==> config.mk <==
export PLATFORM = sky130hd
export DESIGN_NAME = cpu_monitor
export DESIGN_NICKNAME = d
export VERILOG_FILES = /design/src/rtl/cpu_monitor.sv
export SDC_FILE = /design/constraint.sdc
export NUM_CORES = 1
export LEC_CHECK = 0
export ABC_AREA = 1
export CAP_MARGIN = 20
export CORE_MARGIN = 3
export CORE_UTILIZATION = 59
export DETAILED_ROUTE_END_ITERATION = 10
export PLACE_DENSITY = 0.85
export SYNTH_ARGS = -nofsm -noshare
export SYNTH_HDL_FRONTEND = slang
export SYNTH_SLANG_ARGS = --single-unit
==> constraint.sdc <==
create_clock -name clk -period 3.4 [get_ports clk]
set_input_delay 0.51 -clock clk [delete_from_list [all_inputs] [get_ports clk]]
set_output_delay 0.51 -clock clk [all_outputs]
set_load 0.005 [all_outputs]
==> src/rtl/cpu_monitor.sv <==
`default_nettype none
// ============================================================================
// Module   : cpu_monitor
// Brief    : Byte-stream host controller that loads and reads the shared memory
//            and starts/halts the CPU.
// Revision : 1.0 - initial release
// ============================================================================
module cpu_monitor #(
  parameter int addr_width = 9
) (
  input  logic                  clk,
  input  logic                  reset,
  input  logic [7:0]            rx_data,
  input  logic                  rx_valid,
  output logic                  rx_ready,
  output logic [7:0]            tx_data,
  output logic                  tx_valid,
  input  logic                  tx_ready,
  output logic                  cpu_reset,
  output logic                  cpu_halt,
  output logic [addr_width-1:0] start_address,
  input  logic                  cpu_halted,
  output logic                  mem_owner,
  output logic [addr_width-1:0] mon_raddr,
  output logic [addr_width-1:0] mon_waddr,
  output logic [7:0]            mon_data_in,
  output logic                  mon_write,
  input  logic [7:0]            mon_data_out
);

  localparam logic [3:0] c_st_idle    = 4'd0;
  localparam logic [3:0] c_st_args    = 4'd1;
  localparam logic [3:0] c_st_ldata   = 4'd2;
  localparam logic [3:0] c_st_lwr     = 4'd3;
  localparam logic [3:0] c_st_raddr   = 4'd4;
  localparam logic [3:0] c_st_rwait   = 4'd5;
  localparam logic [3:0] c_st_rsample = 4'd6;
  localparam logic [3:0] c_st_rsend   = 4'd7;
  localparam logic [3:0] c_st_grst1   = 4'd8;
  localparam logic [3:0] c_st_grst2   = 4'd9;
  localparam logic [3:0] c_st_hpulse  = 4'd10;
  localparam logic [3:0] c_st_hwait   = 4'd11;
  localparam logic [3:0] c_st_reply   = 4'd12;

  localparam logic [7:0] c_op_l = 8'h4C;
  localparam logic [7:0] c_op_r = 8'h52;
  localparam logic [7:0] c_op_g = 8'h47;
  localparam logic [7:0] c_op_h = 8'h48;
  localparam logic [7:0] c_op_s = 8'h53;
  localparam logic [7:0] c_rsp_k = 8'h4B;
  localparam logic [7:0] c_rsp_e = 8'h45;
  localparam logic [7:0] c_rsp_q = 8'h3F;
  localparam logic [addr_width-1:0] c_addr_one = 1;

  logic [3:0]            r_state;
  logic [7:0]            r_op;
  logic [1:0]            r_argcnt;
  logic [31:0]           r_args;
  logic                  r_err;
  logic [addr_width-1:0] r_addr;
  logic [15:0]           r_len;
  logic [7:0]            r_tx_data;
  logic                  r_tx_valid;
  logic [addr_width-1:0] r_start_address;
  logic [addr_width-1:0] r_raddr;
  logic [addr_width-1:0] r_waddr;
  logic [7:0]            r_wdata;
  logic                  r_cpu_reset;
  logic                  r_mem_owner;

  logic        w_running;
  logic        w_args_last;
  logic [31:0] w_args_nxt;
  logic        w_g_fire;
  logic        w_cpu_reset_nxt;
  logic        w_unused;

  assign w_running   = !r_cpu_reset && !cpu_halted;
  assign w_args_nxt  = {r_args[23:0], rx_data};
  assign w_args_last = (r_op == c_op_g) ? (r_argcnt == 2'd1) : (r_argcnt == 2'd3);
  assign w_unused    = ^{r_args[31:24], w_args_nxt};

  // cpu_reset is computed one step ahead so mem_owner can fall on the same edge.
  assign w_g_fire = (r_state == c_st_args) && rx_valid && w_args_last &&
                    (r_op == c_op_g) && !r_err;
  assign w_cpu_reset_nxt = w_g_fire ? 1'b1 :
                           (r_state == c_st_grst2) ? 1'b0 : r_cpu_reset;

  always_ff @(posedge clk) begin
    if (reset) begin
      r_cpu_reset <= 1'b1;
      r_mem_owner <= 1'b1;
    end else begin
      r_cpu_reset <= w_cpu_reset_nxt;
      r_mem_owner <= w_cpu_reset_nxt || cpu_halted;
    end
  end

  always_ff @(posedge clk) begin
    if (reset) begin
      r_state         <= c_st_idle;
      r_op            <= 8'h00;
      r_argcnt        <= 2'd0;
      r_args          <= 32'h0;
      r_err           <= 1'b0;
      r_addr          <= '0;
      r_len           <= 16'h0;
      r_tx_data       <= 8'h00;
      r_tx_valid      <= 1'b0;
      r_start_address <= '0;
      r_raddr         <= '0;
      r_waddr         <= '0;
      r_wdata         <= 8'h00;
    end else begin
      case (r_state)
        c_st_idle: if (rx_valid) begin
          r_op     <= rx_data;
          r_argcnt <= 2'd0;
          r_err    <= w_running;
          if (rx_data == c_op_l || rx_data == c_op_r || rx_data == c_op_g) begin
            r_state <= c_st_args;
          end else if (rx_data == c_op_h && w_running) begin
            r_state <= c_st_hpulse;
          end else begin
            r_tx_data  <= (rx_data == c_op_h) ? c_rsp_k :
                          (rx_data == c_op_s) ? {6'b0, w_running, cpu_halted} : c_rsp_q;
            r_tx_valid <= 1'b1;
            r_state    <= c_st_reply;
          end
        end
        c_st_args: if (rx_valid) begin
          r_args   <= w_args_nxt;
          r_argcnt <= r_argcnt + 2'd1;
          if (w_args_last) begin
            if (r_op == c_op_g) begin
              if (r_err) begin
                r_tx_data  <= c_rsp_e;
                r_tx_valid <= 1'b1;
                r_state    <= c_st_reply;
              end else begin
                r_start_address <= w_args_nxt[addr_width-1:0];
                r_state         <= c_st_grst1;
              end
            end else begin
              r_addr <= w_args_nxt[16 +: addr_width];
              r_len  <= w_args_nxt[15:0];
              // A refused load still walks its payload so the stream stays aligned.
              if (r_op == c_op_l && w_args_nxt[15:0] != 16'h0) begin
                r_state <= c_st_ldata;
              end else if (r_op == c_op_l || r_err) begin
                r_tx_data  <= r_err ? c_rsp_e : c_rsp_k;
                r_tx_valid <= 1'b1;
                r_state    <= c_st_reply;
              end else begin
                r_state <= (w_args_nxt[15:0] == 16'h0) ? c_st_idle : c_st_raddr;
              end
            end
          end
        end
        c_st_ldata: if (rx_valid) begin
          r_waddr <= r_addr;
          r_wdata <= rx_data;
          r_state <= c_st_lwr;
        end
        c_st_lwr: begin
          r_addr <= r_addr + c_addr_one;
          r_len  <= r_len - 16'd1;
          if (r_len == 16'd1) begin
            r_tx_data  <= r_err ? c_rsp_e : c_rsp_k;
            r_tx_valid <= 1'b1;
            r_state    <= c_st_reply;
          end else begin
            r_state <= c_st_ldata;
          end
        end
        c_st_raddr: begin
          r_raddr <= r_addr;
          r_state <= c_st_rwait;
        end
        c_st_rwait:   r_state <= c_st_rsample;
        c_st_rsample: begin
          r_tx_data  <= mon_data_out;
          r_tx_valid <= 1'b1;
          r_state    <= c_st_rsend;
        end
        c_st_rsend: if (tx_ready) begin
          r_tx_valid <= 1'b0;
          r_addr     <= r_addr + c_addr_one;
          r_len      <= r_len - 16'd1;
          r_state    <= (r_len == 16'd1) ? c_st_idle : c_st_raddr;
        end
        c_st_grst1: r_state <= c_st_grst2;
        c_st_grst2: begin
          r_tx_data  <= c_rsp_k;
          r_tx_valid <= 1'b1;
          r_state    <= c_st_reply;
        end
        c_st_hpulse: r_state <= c_st_hwait;
        c_st_hwait: if (cpu_halted) begin
          r_tx_data  <= c_rsp_k;
          r_tx_valid <= 1'b1;
          r_state    <= c_st_reply;
        end
        c_st_reply: if (tx_ready) begin
          r_tx_valid <= 1'b0;
          r_state    <= c_st_idle;
        end
        default: r_state <= c_st_idle;
      endcase
    end
  end

  assign rx_ready      = !reset && (r_state == c_st_idle || r_state == c_st_args ||
                                    r_state == c_st_ldata);
  assign tx_data       = r_tx_data;
  assign tx_valid      = r_tx_valid;
  assign cpu_reset     = r_cpu_reset;
  assign cpu_halt      = (r_state == c_st_hpulse);
  assign start_address = r_start_address;
  assign mem_owner     = r_mem_owner;
  assign mon_raddr     = r_raddr;
  assign mon_waddr     = r_waddr;
  assign mon_data_in   = r_wdata;
  assign mon_write     = (r_state == c_st_lwr) && !r_err;

endmodule
`default_nettype wire

## Word-level counts from Yosys, hierarchy flattened

Cells that the tools add are included.

| word-level totals | value |
|---|---|
| bits in registers | 103 |
| bits of input ports | 21 |
| output and inout bits | 49 |
| logic and storage cells | 154 |

| operators by class | value |
|---|---|
| add/subtract/negate cells | 3 |
| equal/unequal tests | 37 |
| muxes and demuxes | 61 |
| bitwise operators | 1 |
| reduce and logical (&&, ||, !) cells | 37 |

Operators by type and width:

| operator | count |
|---|---|
| $mux 8 | 11 |
| $mux 16 | 4 |
| $eq 8x7->1 const B | 7 |
| $mux 4 | 13 |
| $pmux 4 s13 | 1 |
| $pmux 16 s3 | 1 |
| $pmux 8 s6 | 1 |
| $mux 9 | 4 |
| $pmux 9 s3 | 1 |
| $ne 2x2->1 const B | 11 |
| $eq 4x4->1 const B | 5 |
| $eq 16x1->1 const B | 1 |
| $eq 4x3->1 const B | 4 |
| $logic_not 16->1 | 1 |
| $reduce_bool 16->1 | 1 |
| $sub 16x1->16 const B | 1 |
| $mux 1 | 15 |
| $mux 3 | 4 |
| $reduce_and 12->1 | 1 |
| $reduce_bool 6->1 | 2 |
| $reduce_and 11->1 | 1 |
| $reduce_and 5->1 | 2 |
| $add 9x1->9 const B | 1 |
| $logic_and 1x1->1 | 9 |
| 22 further kinds | 37 |

## Depth between registers and ports, before layout

| depth | value |
|---|---|
| depth after elaboration | 8 |
| depth in mapped cells | 13 |
| mapped depth without buffers | 12 |

## Least setup slack after synthesis

OpenSTA, ideal clock, no wires.

| timing path | value |
|---|---|
| kind | input -> register |
| start point | input rx_data[1] |
| end point | register r_tx_data[0] (netlist: tx_data[0]) |
| setup time | 0.113 ns |
| data arrival time | 1.575 ns |
| required time | 3.287 ns |
| setup slack | 1.712 ns |
| stages | 11 |
| buffers on the path | 1 |
| path through | buf_2 nor2_2 nand3_1 nor2_1 nand2_1 nand2_1 nor2_1 nor2_2 nand3_4 nor2_1 nor2_1 |

| between the ends | value |
|---|---|
| longest elaborated chain between the ends | 7 |
| elaborated cells on any way between the ends | 20 |
| those cells by class | 8 x eq/ne; 6 x mux; 6 x reduce/logical |

Ends and longest elaborated chain:

| what | line | source |
|---|---|---|
| from (decl) | 13 | `input logic [7:0] rx_data,` |
| $eq 8x7->1 | 126 | `(rx_data == c_op_s) ? {6'b0, w_running, cpu_halted} : c_rsp_q;` |
| $mux 6 | 126 |  |
| $mux 7 | 125 | `r_tx_data <= (rx_data == c_op_h) ? c_rsp_k :` |
| $mux 8 | 122 | `end else if (rx_data == c_op_h && w_running) begin` |
| $mux 8 | 120 | `if (rx_data == c_op_l \|\| rx_data == c_op_r \|\| rx_data == c_op_g) begin` |
| $mux 8 | 116 | `c_st_idle: if (rx_valid) begin` |
| $pmux 8 s6 | 115 | `case (r_state)` |
| to (signal assigned) | 125 |  |
| to (signal assigned) | 137 | `r_tx_data <= c_rsp_e;` |
| to (signal assigned) | 151 | `r_tx_data <= r_err ? c_rsp_e : c_rsp_k;` |
| to (decl) | 62 | `logic [7:0] r_tx_data;` |

Several ways; a longest one is shown, not always the timed one. The select of a mux whose other input is x is not followed.
A chain may end at the register's enable or synchronous reset.

## Worst setup path in the final report

| timing path | value |
|---|---|
| start point | register r_state[0] |
| end point | output mon_write |

| between the ends | value |
|---|---|
| longest elaborated chain between the ends | 2 |

Ends and longest elaborated chain:

| what | line | source |
|---|---|---|
| from (decl) | 55 | `logic [3:0] r_state;` |
| from (signal assigned) | 101 | `r_state <= c_st_idle;` |
| from (signal assigned) | 121 | `r_state <= c_st_args;` |
| from (signal assigned) | 123 | `r_state <= c_st_hpulse;` |
| $eq 4x2->1 | 224 | `assign mon_write = (r_state == c_st_lwr) && !r_err;` |
| $logic_and 1x1->1 | 224 |  |
| to (decl) | 27 | `output logic mon_write,` |

Every way passes these cells.

==> impl_metrics.toml <==
[run_status]
status = "finished, final reports clean"

[route]
wl_microns = 14900
drtIter0Drc = 464
dr.pass1.iters = 6
wl_met2_microns = 6860
top_layer = "met4"
via_count = 5339
wl_met3_microns = 1150
drc = 0
wl_per_cell_microns = 16.2
viasPerCell = 5.80
drt-met1-wl_microns = 6500
postRouteAntennaNets = 0

[synthesis]
ys_async_sr_fraction_pct = 0
synth_edf_count = 0
synth_compound_area_share_pct = 20.7
yosys_warnings = 0
syn_area_per_cell_sq_um = 6.86
ys_types = 38
synthMuxAreaShare_pct = 0.193
synth_cells = 757
synth-seq-area-share_pct = 39.7
syn_area_sq_um = 5200
synth_fa_ha_area_share_pct = 0.722
synth_top_area_share_pct = 39.7
synth_area_leaders = "dfxtp_1, nand2_1, a21oi_1, o21ai_0, nor2_1"
synth-main-ff-cell = "dfxtp_1"
synth_top_family_by_area = "simple AND/OR/NAND/NOR gates"
synthXorXnorAreaFrac_pct = 1.69
ys_ff_latch = 103
synth-simple-area-share_pct = 27.1
yosys.area.top_type = "dfxtp_1"
syn_nets = 781

[cts]
cts_buffers = 9
cts_buffer_depth = 2
post_cts_buffers = 0
cts-hold-fix-buffers = 0
cts_tree = "yes"
root_buffer = "clkbuf_8"
cts.sinks = 103
htreeDepth = 3
clk_latency_ns = 0.38
clk_pin_slew_ns = 0.10
cts_resized = 0

[worst_hold_path]
min_path_cells = 2
holdCritStartpoint = "r_args[16]$_SDFFE_PP0N_"
hold_path_class = "reg2reg"
min_to = "r_args[16]$_SDFFE_PP0N_"

[pwr]
power_switching_uw = 2050
power_frac_clock_pct = 17.3
power.share.combinational_pct = 45.9
total_power_uw = 4690
power.leakage_uw = 0.00258
switching_share_pct = 43.6
power.internal_uw = 2650
power_density_nw_per_um2 = 769
ir_worst_vdd_mv = 0.374
share_seq_of_total_power_pct = 36.8

[placed_design]
dp_hpwl_microns = 10300
dp_cells = 904
postPlaceCellArea_sq_um = 5890
place_congestion = 1.05
port_buffers = 69

[global_route]
antenna_found_initial = 0
grt_pass1_wl_microns = 24500
grt_max_degree = 87
grt.overflow.total = 0
grt_pass1_vias = 5018
grt.total_usage_pct = 30.3

[finish]
final_common_cell = "nand2_1"
area_growth_pct = 17.4
fin_area_sq_um = 6100
final-instance-count-excl-fill = 920
layout.nets = 835
drive_above_1_share_pct = 7.98
final_cell_mix = "nand2_1, dfxtp_1, nor2_1, a21oi_1, o21ai_0"
antennaDiodeCount = 0

[floorplan]
die_h_microns = 99.8
die_w_microns = 99.8
start_util_pct = 62.0
ios = 70
dieArea_sq_um = 9970
coreArea_sq_um = 8380
rows = 33

[critical_path]
path_max_fanout = 8
ff2ff_path_depth = 11
path_class = "reg2out"
cp.arrival_ns = 2.01
startpoint_type = "register"
timing.rr.end = "r_len[14]$_SDFFE_PP0P_"
timing.rr.start = "r_op[1]$_SDFFE_PP0P_"
worstPathRequired_ns = 2.89
cp-end-kind = "primary output"
reg2reg_slack_ns = 0.88

[sta]
setup-tns-final_ns = 0
slew_headroom_pct = 59.0
slew_violations = 0
timing.fmax_mhz = 397
holdWs_ns = 0.466
fin_crit_sh_pct = 74.1
min_period_ns = 2.52
setup_viol = 0
tightest_slew_ns = 0.614
rsz0062_at_grt = "false"
clock_skew_ns = 0.0169
hold_viol_final = 0

[job]
max-cap-violations = 0
-- cell type report --
cell class,instances,area (sq um)
Inverter,89,335
Clock buffer,9,124
Tap cell,105,131
Timing Repair Buffer,75,754
Multi-Input combinational cell,533,2620
Sequential cell,103,2060
Clock inverter,6,76.3
Fill cell,689,2280
-- critical path: stages (launching register included) --
cell and delay [ns]:
dfxtp_1 0.60, nand2_4 0.12, nor2_1 0.25, nand2_1 0.11, inv_1 0.07, clkdlybuf4s50_1 0.49
-- state kept, by name, summed over array words and instances, names as in the netlist, 8 cells and up --
register,flops
start_address,9
r_len,16
r_addr,9
mon_waddr,9
r_op,8
mon_raddr,9
mon_data_in,8
tx_data,8
r_args,17
-- metal layers --
metal,track usage (%),vias to the layer above
met5,0,-
met2,46.9,225
met3,6.12,30
met1,42.0,2509
li1,-,2575
met4,11.3,0
-- worst max-delay path by stage --
stage | from | end | slack [ns]
CTS | r_state[0]$_SDFFE_PP0P_ | mon_write | 0.86
detailed placement | tx_ready | r_len[14]$_SDFFE_PP0P_ | 0.91
finish | r_state[0]$_SDFFE_PP0P_ | mon_write | 0.88
global route | r_op[3]$_SDFFE_PP0P_ | r_len[13]$_SDFFE_PP0P_ | 0.69
global placement | tx_ready | r_len[14]$_SDFFE_PP0P_ | 1.0
floorplan | rx_data[1] | tx_data[0]$_SDFFE_PP0P_ | 1.71
-- power groups by stage --
stage | Combinational [uW] | Sequential [uW] | Clock, uW
4_1_cts | 2120 | 1720 | 813
6_report | 2150 | 1730 | 814
5_1_grt | 2420 | 1760 | 861
3_3_place_gp | 2030 | 1730 | 0
2_1_floorplan | 1560 | 1680 | 0
3_5_place_dp | 2090 | 1740 | 0
-- through the flow --
step / util [%] / setup WS (ns)
2_1_floorplan: - / 1.71
3_3_place_gp: 70.2 / 0.999
3_5_place_dp: 70.2 / 0.905
4_1_cts: 72.6 / 0.863
5_1_grt: 72.8 / 0.686
6_report: 72.8 / 0.881
-- synth_stat cells, types with 3 or more instances --
| library cell | instances |
|---|---|
| nor2_4 | 7 |
| nand2_1 | 129 |
| nand4_1 | 11 |
| buf_4 | 4 |
| o211ai_1 | 3 |
| a31oi_1 | 3 |
| nand3_1 | 38 |
| nand2_4 | 3 |
| nand2_2 | 6 |
| a21oi_1 | 92 |
| buf_2 | 6 |
| ha_1 | 3 |
| inv_2 | 9 |
| xor2_1 | 8 |
| inv_1 | 79 |
| nor2_2 | 10 |
| dfxtp_1 | 103 |
| o21ai_1 | 18 |
| o21ai_0 | 87 |
| buf_6 | 5 |
| nor2_1 | 93 |
| clkbuf_1 | 16 |
| nor3_1 | 7 |
-- cell families (layout without fill, tap and decap cells) --
family / count (synthesis) / count (layout)
adders and majority gates: 3 / 3
xor gates and xnor gates: 10 / 10
buffers and inverters: 121 / 179
muxes: 1 / 1
AOI/OAI and AO/OA: 208 / 208
and+or+nand+nor: 311 / 311
DFF: 103 / 103
Note: power is estimated with default switching activity, not from simulation.
